$ cat config.mk
export PLATFORM = sky130hd
export DESIGN_NAME = param_seq_magnitude_comparator
export DESIGN_NICKNAME = d
export VERILOG_FILES = /design/src/rtl/param_seq_magnitude_comparator.sv
export SDC_FILE = /design/constraint.sdc
export NUM_CORES = 1
export LEC_CHECK = 0
export BUFFER_PORTS_ARGS = -buffer_cell sky130_fd_sc_hd__buf_4
export CAP_MARGIN = 20
export CORE_ASPECT_RATIO = 1.5
export CORE_MARGIN = 2
export CORE_UTILIZATION = 58
export DETAILED_ROUTE_END_ITERATION = 8
export PLACE_DENSITY_LB_ADDON = 0.12
export SLEW_MARGIN = 20
export SYNTH_ARGS = -nofsm -noshare
export SYNTH_HDL_FRONTEND = slang
export SYNTH_SLANG_ARGS = --single-unit
$ cat constraint.sdc
create_clock -name clk -period 5.1 [get_ports clk]
set_clock_uncertainty 0.2 [all_clocks]
set_input_delay 0.255 -clock clk [delete_from_list [all_inputs] [get_ports clk]]
set_output_delay 0.255 -clock clk [all_outputs]
set_load 0.02 [all_outputs]
$ cat src/rtl/param_seq_magnitude_comparator.sv
// Multi-cycle MSB-first magnitude comparator: WIDTH-bit operands, CHUNK bits per clock, valid/ready in and out.
// Optional result statistics counters are enabled with `define COMPARATOR_STATS_EN.
module param_seq_magnitude_comparator #(
   parameter int WIDTH = 8,
   parameter int CHUNK = 2,
   parameter int CNT_W = 16
) (
   input  logic             clk,
   input  logic             rst_n,
   input  logic             in_valid,
   output logic             in_ready,
   input  logic             is_signed,
   input  logic [WIDTH-1:0] A,
   input  logic [WIDTH-1:0] B,
   output logic             out_valid,
   input  logic             out_ready,
   output logic             equal,
   output logic             greater,
   output logic             less
`ifdef COMPARATOR_STATS_EN
   ,
   input  logic             stats_clr,
   output logic [CNT_W-1:0] cnt_equal,
   output logic [CNT_W-1:0] cnt_greater,
   output logic [CNT_W-1:0] cnt_less
`endif
);

   localparam int NCHUNK = WIDTH / CHUNK;
   localparam int IDX_W  = (NCHUNK > 1) ? $clog2(NCHUNK) : 1;

   typedef enum logic [1:0] {
      S_IDLE = 2'd0,
      S_CMP  = 2'd1,
      S_DONE = 2'd2
   } state_t;

   // Signed operands become offset binary so the chunk compare stays unsigned.
   function automatic logic [WIDTH-1:0] to_offset(input logic [WIDTH-1:0] v, input logic s);
      logic [WIDTH-1:0] r;
      r            = v;
      r[WIDTH-1]   = v[WIDTH-1] ^ s;
      return r;
   endfunction

   state_t           state_q, state_d;
   logic [WIDTH-1:0] a_q, a_d, b_q, b_d;
   logic [IDX_W-1:0] idx_q, idx_d;
   logic             decided_q, decided_d, gt_q, gt_d;
   logic             in_ready_q, in_ready_d, out_valid_q, out_valid_d;
   logic [2:0]       res_q, res_d;   // {equal, greater, less}
   logic [CHUNK-1:0] chunk_a_s, chunk_b_s;
   logic             dec_s, gtn_s;

   // Select the chunk addressed by the current index.
   always_comb begin
      chunk_a_s = {CHUNK{1'b0}};
      chunk_b_s = {CHUNK{1'b0}};
      for (int i = 0; i < NCHUNK; i++) begin
         if (idx_q == IDX_W'(i)) begin
            chunk_a_s = a_q[i*CHUNK +: CHUNK];
            chunk_b_s = b_q[i*CHUNK +: CHUNK];
         end else begin
            chunk_a_s = chunk_a_s;
            chunk_b_s = chunk_b_s;
         end
      end
   end

   // First unequal chunk decides; later chunks cannot override it.
   always_comb begin
      dec_s = decided_q;
      gtn_s = gt_q;
      if (!decided_q && (chunk_a_s != chunk_b_s)) begin
         dec_s = 1'b1;
         gtn_s = (chunk_a_s > chunk_b_s);
      end else begin
         dec_s = decided_q;
         gtn_s = gt_q;
      end
   end

   // Next-state and output-register logic.
   always_comb begin
      state_d     = state_q;
      a_d         = a_q;
      b_d         = b_q;
      idx_d       = idx_q;
      decided_d   = decided_q;
      gt_d        = gt_q;
      in_ready_d  = in_ready_q;
      out_valid_d = out_valid_q;
      res_d       = res_q;
      case (state_q)
         S_IDLE: begin
            if (in_valid && in_ready_q) begin
               a_d        = to_offset(A, is_signed);
               b_d        = to_offset(B, is_signed);
               idx_d      = IDX_W'(NCHUNK - 1);
               decided_d  = 1'b0;
               gt_d       = 1'b0;
               in_ready_d = 1'b0;
               state_d    = S_CMP;
            end else begin
               in_ready_d = 1'b1;
            end
         end
         S_CMP: begin
            decided_d = dec_s;
            gt_d      = gtn_s;
            if (idx_q == {IDX_W{1'b0}}) begin
               state_d     = S_DONE;
               out_valid_d = 1'b1;
               res_d       = {!dec_s, dec_s & gtn_s, dec_s & !gtn_s};
            end else begin
               idx_d = idx_q - IDX_W'(1);
            end
         end
         S_DONE: begin
            if (out_ready) begin
               state_d     = S_IDLE;
               out_valid_d = 1'b0;
               res_d       = 3'b000;
               in_ready_d  = 1'b1;
            end else begin
               state_d = S_DONE;
            end
         end
         default: begin
            state_d     = S_IDLE;
            in_ready_d  = 1'b1;
            out_valid_d = 1'b0;
            res_d       = 3'b000;
         end
      endcase
   end

   // State and datapath registers.
   always_ff @(posedge clk or negedge rst_n) begin
      if (!rst_n) begin
         state_q     <= S_IDLE;
         a_q         <= {WIDTH{1'b0}};
         b_q         <= {WIDTH{1'b0}};
         idx_q       <= {IDX_W{1'b0}};
         decided_q   <= 1'b0;
         gt_q        <= 1'b0;
         in_ready_q  <= 1'b1;
         out_valid_q <= 1'b0;
         res_q       <= 3'b000;
      end else begin
         state_q     <= state_d;
         a_q         <= a_d;
         b_q         <= b_d;
         idx_q       <= idx_d;
         decided_q   <= decided_d;
         gt_q        <= gt_d;
         in_ready_q  <= in_ready_d;
         out_valid_q <= out_valid_d;
         res_q       <= res_d;
      end
   end

   assign in_ready  = in_ready_q;
   assign out_valid = out_valid_q;
   assign equal     = res_q[2];
   assign greater   = res_q[1];
   assign less      = res_q[0];

`ifdef COMPARATOR_STATS_EN
   function automatic logic [CNT_W-1:0] sat_inc(input logic [CNT_W-1:0] v);
      return (v == {CNT_W{1'b1}}) ? v : v + CNT_W'(1);
   endfunction

   logic [CNT_W-1:0] cnt_eq_q, cnt_gt_q, cnt_lt_q;
   logic             out_hs_s;

   assign out_hs_s = out_valid_q & out_ready;

   // Saturating result counters; clear wins over a same-cycle increment.
   always_ff @(posedge clk or negedge rst_n) begin
      if (!rst_n) begin
         cnt_eq_q <= {CNT_W{1'b0}};
         cnt_gt_q <= {CNT_W{1'b0}};
         cnt_lt_q <= {CNT_W{1'b0}};
      end else if (stats_clr) begin
         cnt_eq_q <= {CNT_W{1'b0}};
         cnt_gt_q <= {CNT_W{1'b0}};
         cnt_lt_q <= {CNT_W{1'b0}};
      end else if (out_hs_s) begin
         cnt_eq_q <= res_q[2] ? sat_inc(cnt_eq_q) : cnt_eq_q;
         cnt_gt_q <= res_q[1] ? sat_inc(cnt_gt_q) : cnt_gt_q;
         cnt_lt_q <= res_q[0] ? sat_inc(cnt_lt_q) : cnt_lt_q;
      end else begin
         cnt_eq_q <= cnt_eq_q;
         cnt_gt_q <= cnt_gt_q;
         cnt_lt_q <= cnt_lt_q;
      end
   end

   assign cnt_equal   = cnt_eq_q;
   assign cnt_greater = cnt_gt_q;
   assign cnt_less    = cnt_lt_q;
`endif

endmodule
==> summary.md, run 1 <==
| Metric | Value |
|---|---|
| Largest cells by area after synthesis | `dfrtp_1, mux2_2, ha_1, a21oi_1, nand2_1` |
| Worst-margin pin slew | `948 ps` |
| Fin. Hold Viols | `0` |
| Mapped Nets | `139` |
| Placed inst area | `1520 sq um` |
| Max-slew violation count | `0` |
| Final period utilization | `a little under three fifths` |
| Initial antenna violation count | `0` |
| Clock root cell | `clkbuf_4` |
| First-pass GRT wire length | `between 4000 and 5000 um` |
| Flops & latches, synth | `27` |
| Area Growth Syn to Fin | `28.8%` |
| Startpoint Class | `flop` |
| Die Ht | `approximately 63 um` |
| Ys flop type | `dfrtp_1` |
| Layout cells sized above 1 | `between 30% and 40%` |
| IO Pins | `26` |
| Crit Path Category | `reg -> reg` |
| ANT cells | `0` |
| Antenna-violating nets left | `0` |
| Final Setup Violations | `0` |
| Core Footprint | `2210 sq um` |
| Clk buf depth | `2` |
| Fin crit period | `roughly 2900 ps` |
| Vias/cell | `about 5.7` |
| DR iter-0 viols | `28` |
| Clk_lat worst skew | `~340 ps` |
| Crit-path most repeated cell | `ha_1` |
| Clock tree sinks | `27` |
| Setup slack, reg-to-reg | `around 2200 ps` |
| Detailed-route DRC error count | `0` |
| Wire length per cell | `between 15 and 20 um` |
| Pwr Density | `568 nW/um^2` |
| Initial core utilization | `60.8%` |
| Gr usage total | `23.4%` |
| Die X | `43.3 um` |
| Slew HR | `between 30% and 40%` |
| Cell Rows | `21` |
| Pleak | `~0.00079 uW` |
| Critical-path maximum fanout | `7` |
| HPWL Detailed | `1810 um` |
| Worst endpoint required time | `5090 ps` |
| Reg clk slew, reported paths | `about 140 ps` |
| Synth area leader | `dfrtp_1` |
| Mapped Area | `about 1300 sq um` |
| Sequential area share after synthesis | `50.5%` |
| Hold Path Class | `in -> reg` |
| Routed WL | `2720 um` |
| Slowest Stage Delay on Critical Path | `440 ps` |
| Crit-path cells | `inv_1, ha_1, and2b_1, a221oi_1, nor3_1, a21oi_1, ha_1, a21boi_0, o32ai_1, o22ai_1` |
| I/O Buffers | `25` |
| Multi-input gate area | `609 sq um` |
| Ys Warns | `0` |
| Vias in the first global route | `around 1,100` |
| CP max stage cell | `dfrtp_1` |
| Commonest non-fill, non-tap cell in the layout | `dfrtp_1` |
| Syn Area/Cell | `12.0 sq um` |
| CTS H-tree lvls | `1` |
| Crit end category | `flop` |
| Post-CTS Resized | `0` |
| Pin count of the biggest net entering global routing | `28` |
| Synth async-reset ratio | `100%` |
| Status | `finished clean` |
| Hold_buf cts | `18` |
| Synth unique cells | `36` |
| Total grt overflow | `0` |
| DRT Pass-1 Iters | `4` |
| RSZ-0062 raised after global routing | `no` |
| CP Data Arrival Time | `between 2000 and 3000 ps` |
| Gpl congestion | `~0.79` |
| Die footprint | `2720 sq um` |
| TNS Setup | `0 ps` |
| Seq. cell area | `approximately 680 sq um` |
| Post-CTS setup buffers | `0` |
| Synth top area share | `around half` |
| F_max | `350 MHz` |
| Syn Inst Count | `between 100 and 150` |
| Vias | `approximately 1,000` |
| Max-cap viol count | `0` |
| Post-synth EDFFs | `0` |
| Commonest cells after routing, fill and taps aside | `dfrtp_1, buf_4, dlygate4sd3_1` |
| TritonCTS buffer count | `3` |
| Max VDD drop | `about 0.4 mV` |
| CTS tree | `yes` |
| Post-route cell area | `roughly 1700 sq um` |
| Final nets | `183` |
| # fillers | `~150` |
layout make-up:
| type | count | area share [%] |
|---|---|---|
| tap | 23 | 1.67 |
| sequential | 27 | 39.2 |
| timing repair buffer | 43 | 21.3 |
| inverter | 5 | 1.09 |
| clock buffer | 4 | 1.52 |
| multi-input combinational | 76 | 35.3 |
state kept, by name, summed over array words and instances (netlist names):
name and flops:
b_q 8, in_ready 1, state_q 2, gt_q 1, out_valid 1, idx_q 2, decided_q 1, res_q 3
a_q 8
stage by stage:
step           cells  power [uW]  setup WS [ps]  util (%)  hold slack [ps]
4_1_cts          178         977           2250      78.3             5.81
6_report         178         981           2240      78.3             5.84
3_5_place_dp     156         876           2280      68.9            -19.1
2_1_floorplan    112         765           2540         -             -241
3_3_place_gp     156         850           2380      68.9            -21.1
5_1_grt          178        1060           2090      78.3             3.18
kinds of logic after synthesis:
logic type,count (synthesis),synth area share [%]
and+or+nand+nor,25,11.7
buffers and inverters,9,4.10
DFF,27,50.5
xor gates and xnor gates,2,1.31
adders and majority gates,6,5.60
muxes,14,11.7
AOI/OAI and AO/OA,29,15.2
routing by layer:
metal	wire length (um)	global-route usage [%]	vias up
li1	-	-	492
met1	1030	26.9	483
met2	1480	40.1	37
met3	138	4.34	9
met4	76	11.7	0
met5	0	0	-
critical path: cells and delay by family, from the launching register on:
family                     cells  cell delay, ps
DFF                            1             440
AOI/OAI and AO/OA              5            1120
buffers and inverters          1              80
adders and majority gates      2             560
and+or+nand+nor                2             330
where the power goes:
group | switching [uW] | internal, uW | total (uW)
Sequential | 82.5 | 318 | 401
Combinational | 240 | 245 | 485
Clock | 63.7 | 30.8 | 94.5
Total | 386 | 594 | 981
worst paths after layout:
path                            from       end  depth (start not counted)
min in group asynchronous      rst_n    a_q[6]                          2
setup reg to reg            idx_q[0]      gt_q                         10
hold reg to reg             res_q[1]  res_q[1]                          2
hold / removal             is_signed    b_q[7]                          3
setup / recovery            idx_q[0]      gt_q                         10
max in group asynchronous      rst_n  in_ready                          2
cells in the mapped netlist, drive strengths merged (2+ instances only):
cell type / number
dfrtp: 26
mux2: 13
a21oi: 9
nand2: 8
ha: 6
inv: 5
nor2: 4
nor3: 4
o21ai: 4
a221oi: 3
nor2b: 3
o31ai: 3
a22o: 2
and2b: 2
buf: 2
clkbuf: 2
o22ai: 2
or2: 2
xnor2: 2
Note: power is estimated with default switching activity, not from simulation.
==> run 2, diff against run 1 <==
--- a/config.mk
+++ b/config.mk
@@ -5,11 +5,12 @@
 export SDC_FILE = /design/constraint.sdc
 export NUM_CORES = 1
 export LEC_CHECK = 0
+export ABC_AREA = 1
 export BUFFER_PORTS_ARGS = -buffer_cell sky130_fd_sc_hd__buf_4
 export CAP_MARGIN = 20
 export CORE_ASPECT_RATIO = 1.5
 export CORE_MARGIN = 2
-export CORE_UTILIZATION = 58
+export CORE_UTILIZATION = 48
 export DETAILED_ROUTE_END_ITERATION = 8
 export PLACE_DENSITY_LB_ADDON = 0.12
 export SLEW_MARGIN = 20
==> constraint.sdc (replaced) <==
create_clock -name clk -period 2.51 [get_ports clk]
set_clock_uncertainty 0.2 [all_clocks]
set_input_delay 0.1255 -clock clk [delete_from_list [all_inputs] [get_ports clk]]
set_output_delay 0.1255 -clock clk [all_outputs]
set_load 0.02 [all_outputs]
==> run 2 against run 1 <==
  * Hold slack gained 82 ps
  * Synthesized cell count grew 52%
  * Total power grew 120%
  * Clock power grew to 2.7 times the previous value
  * Register-to-register slack lost 2000 ps
  * Core utilization shrank 11 points
  * Sequential cell count is the same
  * Sequential share of layout area shrank 1.8 points
  * Final cell count grew 42%
  * Combinational power grew 130%
  * Design area grew 4.8%
  * Area after synthesis grew 1.1%
==> summary.md, run 2 <==
| Metric | Value |
|---|---|
| Status | `finished clean (unchanged)` |
| Crit end category | `flop (unchanged)` |
| Pleak | `0.000962 uW (was 0.000787 uW)` |
| Commonest non-fill, non-tap cell in the layout | `nand2_1 (was dfrtp_1)` |
| Reg clk slew, reported paths | `90 ps (was 140 ps)` |
| Gpl congestion | `0.875 (was 0.785)` |
| Initial core utilization | `50.7% (was 60.8%)` |
| Syn Area/Cell | `7.98 sq um (was 12.0 sq um)` |
| Vias in the first global route | `1,237 (was 1,075)` |
| Synth unique cells | `22 (was 36)` |
| Clk buf depth | `2 (unchanged)` |
| Synth top cells by count | `nand2_1, dfrtp_1, inv_1 (was dfrtp_1, mux2_2, a21oi_1)` |
| Worst-margin pin slew | `413 ps (was 948 ps)` |
| Fin crit period | `2270 ps (was 2860 ps)` |
| Synth area leader | `dfrtp_1 (unchanged)` |
| Mapped Nets | `197 (was 139)` |
| Final period utilization | `90.6% (was 56.0%)` |
| IO Pins | `26 (unchanged)` |
| DRT Pass-1 Iters | `4 (unchanged)` |
| Routed WL | `2970 um (was 2720 um)` |
| Die footprint | `3280 sq um (was 2720 sq um)` |
| ANT cells | `0 (unchanged)` |
| Startpoint Class | `flop (unchanged)` |
| Final WS setup | `237 ps (was 2240 ps)` |
| CP Data Arrival Time | `2250 ps (was 2850 ps)` |
| Commonest cells after routing, fill and taps aside | `nand2_1, dfrtp_1, buf_4 (was dfrtp_1, buf_4, dlygate4sd3_1)` |
| Critical-path maximum fanout | `5 (was 7)` |
| Clk_lat worst skew | `280 ps (was 340 ps)` |
| Sequential area share after synthesis | `49.9% (was 50.5%)` |
| Slew HR | `72.4% (was 36.6%)` |
| RSZ-0062 raised after global routing | `no (unchanged)` |
| Hold Path Class | `in -> async (was in -> reg)` |
| Final nets | `243 (was 183)` |
| Final Setup Violations | `0 (unchanged)` |
| Layout cells sized above 1 | `17.2% (was 31.6%)` |
| Top-count cell post-synth | `nand2_1 (was dfrtp_1)` |
| Mapped Area | `1360 sq um (was 1340 sq um)` |
| Post-synth EDFFs | `0 (unchanged)` |
| Vias | `1,204 (was 1,021)` |
| Total grt overflow | `0 (unchanged)` |
| Area Growth Syn to Fin | `33.5% (was 28.8%)` |
| Synth top area share | `48.0% (was 48.5%)` |
| DR iter-0 viols | `21 (was 28)` |
| First-pass GRT wire length | `5180 um (was 4710 um)` |
| Clock tree sinks | `27 (unchanged)` |
| Max-cap viol count | `0 (unchanged)` |
| Wire length per cell | `11.8 um (was 15.3 um)` |
| Pre-CTS WS | `213 ps (was 2280 ps)` |
| I/O Buffers | `25 (unchanged)` |
| Pwr Density | `1190 nW/um^2 (was 568 nW/um^2)` |
| TritonCTS buffer count | `3 (unchanged)` |
| Core Footprint | `2680 sq um (was 2210 sq um)` |
| Detailed-route DRC error count | `0 (unchanged)` |
| CTS tree | `yes (unchanged)` |
| Max-slew violation count | `0 (unchanged)` |
| Worst endpoint required time | `2490 ps (was 5090 ps)` |
| Synth async-reset ratio | `100% (unchanged)` |
| Power Total | `2150 uW (was 981 uW)` |
| Syn Inst Count | `170 (was 112)` |
| Ys flop type | `dfrtp_1 (unchanged)` |
| CTS H-tree lvls | `1 (unchanged)` |
| Gr usage total | `21.5% (was 23.4%)` |
| Initial antenna violation count | `0 (unchanged)` |
| Ys Warns | `0 (unchanged)` |
| Cell Rows | `23 (was 21)` |
| F_max | `440 MHz (was 350 MHz)` |
| Vias/cell | `4.78 (was 5.74)` |
| Antenna-violating nets left | `0 (unchanged)` |
| Flops & latches, synth | `27 (unchanged)` |
| Largest cells by area after synthesis | `dfrtp_1, nand2_1, ha_1, inv_1, nor2_1 (was dfrtp_1, mux2_2, ha_1, a21oi_1, nand2_1)` |
| HPWL Detailed | `2120 um (was 1810 um)` |
| Fin. Hold Viols | `0 (unchanged)` |
| TNS Setup | `0 ps (unchanged)` |
| Crit Path Category | `reg -> reg (unchanged)` |
| Max VDD drop | `0.653 mV (was 0.401 mV)` |
| Pin count of the biggest net entering global routing | `28 (unchanged)` |
| Hold_ws | `88.0 ps (was 5.84 ps)` |
| Post-CTS setup buffers | `0 (unchanged)` |
| Die Ht | `69.1 um (was 62.9 um)` |
| Top flop regs | `a_q x8, b_q x8, res_q x3 (unchanged)` |
| Clock root cell | `clkbuf_8 (was clkbuf_4)` |
| Die X | `47.4 um (was 43.3 um)` |
[run 2: cell types whose count changed in the layout (fill, tap and decap cells not counted), sizes merged, moves of 4 or more]
cell   before  now
inv         5   15
mux2       13    0
nand2       8   72
nand3       0   10
nor2        4   12
nor3        4    0
o21ai       4    9
[run 2: final timing paths]
check	slack [ps]	end	depth (start not counted)	startpoint
setup / recovery	240	res_q[0]	14	idx_q[1]
hold / removal	90	state_q[0]	2	rst_n
setup reg to reg	240	res_q[0]	14	idx_q[1]
max in group asynchronous	1730	in_ready	2	rst_n
hold reg to reg	290	res_q[1]	2	res_q[1]
min in group clk	220	a_q[3]	4	in_valid
[run 2: cells by family after synthesis]
kind of cell               count (synthesis)  share of synthesized area (%)
and+or+nand+nor                           95                           28.5
buffers and inverters                     19                           6.36
xor gates and xnor gates                   2                           1.29
AOI/OAI and AO/OA                         21                           8.39
adders and majority gates                  6                           5.53
DFF                                       27                           49.9
[run 2: power breakdown]
part           internal [uW]  switching (uW)
Combinational            432             691
Clock                    114             137
Sequential               640             134
[run 2: layout make-up]
cell class                      count  area (sq um)
Tap cell                           37          46.3
Clock buffer                        4          45.0
Inverter                           15          56.3
Timing Repair Buffer               45           388
Multi-Input combinational cell    124           598
Fill cell                         228           866
Sequential cell                    27           677
[run 2: metal layers]
| layer | GRT usage (%) | part of all wire, % | vias up |
|---|---|---|---|
| met5 | 0 | 0 | - |
| met4 | 6.79 | 1.6 | 0 |
| met3 | 3.14 | 2.7 | 5 |
| met2 | 37.7 | 55 | 23 |
| met1 | 25.2 | 41 | 555 |
| li1 | - | - | 621 |
[run 2: critical path, cell delays in order (launching register included)]
cell	delay, ps
dfrtp_1	390
inv_1	80
ha_1	240
inv_1	120
nand3_1	80
nand2_1	60
o21ai_0	70
o21ai_0	180
ha_1	300
nand2_1	100
nand2_1	90
nand2_1	70
nand2_1	70
nand3_1	70
nand2_1	50
[run 2: repair_timing]
action                                 in CTS  in global routing
setup endpoints to repair                   0                  4
endpoints found under the hold margin      44                  0
hold buffers                               20                  0
resized for setup                           0                  3
[run 2: through the flow]
step                cells  instance area, sq um  utilization, %
finish                252                  1810            67.6
global route          252                  1810            67.6
CTS                   252                  1810            67.5
detailed placement    228                  1560            58.3
global placement      228                  1560            58.3
floorplan             170                  1360               -
==> run 3, diff against run 2 <==
--- a/config.mk
+++ b/config.mk
@@ -6,8 +6,8 @@
 export NUM_CORES = 1
 export LEC_CHECK = 0
 export ABC_AREA = 1
+export ABC_CLOCK_PERIOD_IN_PS = 2000
 export BUFFER_PORTS_ARGS = -buffer_cell sky130_fd_sc_hd__buf_4
-export CAP_MARGIN = 20
 export CORE_ASPECT_RATIO = 1.5
 export CORE_MARGIN = 2
 export CORE_UTILIZATION = 48
==> constraint.sdc (replaced) <==
create_clock -name clk -period 2 [get_ports clk]
set_clock_uncertainty 0.2 [all_clocks]
set_input_delay 0.1 -clock clk [delete_from_list [all_inputs] [get_ports clk]]
set_output_delay 0.1 -clock clk [all_outputs]
set_load 0.02 [all_outputs]
==> run 3 against run 2 <==
  * The run now ends with setup timing left
  * Design area grew 7.3%
  * Die area unchanged
  * Global-route usage up 0.31 points
  * Critical path type unchanged
  * Register-to-register slack got worse by 360 ps
==> summary.md, run 3 (same netlist as run 2, synthesis figures left out) <==
| Metric | Value |
|---|---|
| Hold_ws | `3.84 ps (was 88.0 ps)` |
| CTS H-tree lvls | `1 (unchanged)` |
| Gpl congestion | `0.887 (was 0.875)` |
| Layout cells sized above 1 | `25.7% (was 17.2%)` |
| Critical-path maximum fanout | `5 (unchanged)` |
| RSZ-0062 raised after global routing | `yes (was no)` |
| ANT cells | `0 (unchanged)` |
| Final WS setup | `-125 ps (was 237 ps)` |
| Die X | `47.4 um (unchanged)` |
| Hold Path Class | `in -> reg (was in -> async)` |
| Worst endpoint required time | `1970 ps (was 2490 ps)` |
| Gr usage total | `21.9% (was 21.5%)` |
| Reg clk slew, reported paths | `90 ps (about the same)` |
| Reg2reg end | `res_q[1] (was res_q[0])` |
| Pwr Density | `1560 nW/um^2 (was 1190 nW/um^2)` |
| Clk_lat worst skew | `280 ps (about the same)` |
| Initial antenna violation count | `0 (unchanged)` |
| Antenna-violating nets left | `0 (unchanged)` |
| Placed inst area | `1620 sq um (was 1560 sq um)` |
| HPWL Detailed | `2070 um (was 2120 um)` |
| Cell Rows | `23 (unchanged)` |
| Crit Path Category | `reg -> reg (unchanged)` |
| Pleak | `0.00100 uW (was 0.000962 uW)` |
| Vias | `1,250 (was 1,204)` |
| DRT Pass-1 Iters | `5 (was 4)` |
| Max-cap viol count | `0 (unchanged)` |
| Final period utilization | `106% (was 90.6%)` |
| Commonest cells after routing, fill and taps aside | `nand2_1, buf_4, dfrtp_1 (was nand2_1, dfrtp_1, buf_4)` |
| Crit end category | `flop (unchanged)` |
| IO Pins | `26 (unchanged)` |
| Setup slack, reg-to-reg | `-120 ps (was 240 ps)` |
| CTS tree | `yes (unchanged)` |
| Clock root cell | `clkbuf_8 (unchanged)` |
| TritonCTS buffer count | `3 (unchanged)` |
| Total grt overflow | `0 (unchanged)` |
| Worst-margin pin slew | `338 ps (was 413 ps)` |
| Core Footprint | `2680 sq um (unchanged)` |
| Dpl cells | `231 (was 228)` |
| R2R cell count | `14 (unchanged)` |
| Slew HR | `77.5% (was 72.4%)` |
| Pin count of the biggest net entering global routing | `28 (unchanged)` |
| Reg-to-reg startpoint | `idx_q[0] (was idx_q[1])` |
| Max VDD drop | `0.878 mV (was 0.653 mV)` |
| # fillers | `225 (was 228)` |
| Final Setup Violations | `4 (was 0)` |
| Vias in the first global route | `1,211 (was 1,237)` |
| Die footprint | `3280 sq um (unchanged)` |
| Commonest non-fill, non-tap cell in the layout | `nand2_1 (unchanged)` |
| Detailed-route DRC error count | `0 (unchanged)` |
| Vias/cell | `4.83 (was 4.78)` |
| CP Capture Point | `res_q[1] (was res_q[0])` |
| I/O Buffers | `25 (unchanged)` |
| Clk buf depth | `2 (unchanged)` |
| Final nets | `250 (was 243)` |
| F_max | `471 MHz (was 440 MHz)` |
| Failing checks | `setup timing` |
| Origin of the worst setup path | `idx_q[0] (was idx_q[1])` |
| Top flop regs | `a_q x8, b_q x8, res_q x3 (unchanged)` |
| Area Growth Syn to Fin | `43.3% (was 33.5%)` |
| Initial core utilization | `50.7% (unchanged)` |
| Routed WL | `3080 um (was 2970 um)` |
| Wire length per cell | `11.9 um (was 11.8 um)` |
| CP Data Arrival Time | `2100 ps (was 2250 ps)` |
| First-pass GRT wire length | `5250 um (was 5180 um)` |
| Max-slew violation count | `0 (unchanged)` |
| Post-route cell area | `1940 sq um (was 1810 sq um)` |
| DR iter-0 viols | `41 (was 21)` |
| Power Total | `3030 uW (was 2150 uW)` |
| Clock tree sinks | `27 (unchanged)` |
| Startpoint Class | `flop (unchanged)` |
| Status | `finished, violations left (was finished clean)` |
| Die Ht | `69.1 um (unchanged)` |
| Final non-filler cell total | `259 (was 252)` |
| Fin. Hold Viols | `0 (unchanged)` |
| Fin crit period | `2120 ps (was 2270 ps)` |
run 3: cell types whose count changed in the layout (fill, tap and decap cells not counted), sizes merged:
cell	before	now
buf	25	32
run 3: what timing repair did:
item | 4_1_cts | 5_1_grt
pin swaps | 10 | 5
resized for setup | 14 | 5
hold buffers | 20 | 0
hold endpoints to repair | 44 | 0
setup endpoints to repair | 4 | 5
buffers inserted | 3 | 1
run 3: layer usage:
| metal | routed length, um | up-vias | GRT usage, % | part of all wire [%] |
|---|---|---|---|---|
| met5 | 0 | - | 0 | 0 |
| met4 | 75 | 0 | 9.57 | 2.4 |
| met3 | 120 | 7 | 2.36 | 3.9 |
| met2 | 1680 | 35 | 36.2 | 55 |
| met1 | 1190 | 567 | 26.9 | 39 |
| li1 | - | 641 | - | - |
run 3: worst max-delay path, stage by stage, from the launching register on:
cell     delay, ps
dfrtp_1        440
inv_2          100
ha_4           200
a21oi_2        110
nand2_1         60
o21ai_1         70
o21ai_1         80
ha_1           360
nand2_2         80
nand2_2         70
inv_1           40
nand2_1         50
nand2_1         40
nand3_1         70
nand2_1         50
run 3: worst min-delay path by stage:
stage                            end  depth (start not counted)      from  slack, ps
after floorplan               a_q[0]                          0     rst_n       -400
after global placement    state_q[0]                          1     rst_n       -180
after detailed placement  state_q[1]                          1     rst_n       -170
after CTS                     a_q[7]                          3  in_valid         10
after global routing          b_q[7]                          3  in_valid         20
final                         b_q[7]                          3  in_valid          4
run 3: report_power, final:
group / switching, uW / leakage [uW] / internal, uW
Clock: 171 / 0.0000228 / 143
Combinational: 996 / 0.000643 / 728
Sequential: 188 / 0.000335 / 803
run 3: cell type report:
| cell class | instances | area (sq um) | share of cell area (%) |
|---|---|---|---|
| Sequential cell | 27 | 677 | 34.8 |
| Multi-Input combinational cell | 124 | 669 | 34.4 |
| Timing Repair Buffer | 52 | 444 | 22.9 |
| Inverter | 15 | 61.3 | 3.16 |
| Tap cell | 37 | 46.3 | 2.38 |
| Clock buffer | 4 | 45.0 | 2.32 |
run 3: stage by stage:
stage               utilization (%)  setup TNS (ps)  worst slack [ps]
floorplan                         -               0              4.97
global placement               60.5            -606              -172
detailed placement             60.5            -602              -162
CTS                            71.8            -255             -93.1
global route                   72.6           -1130              -301
finish                         72.6            -399              -125
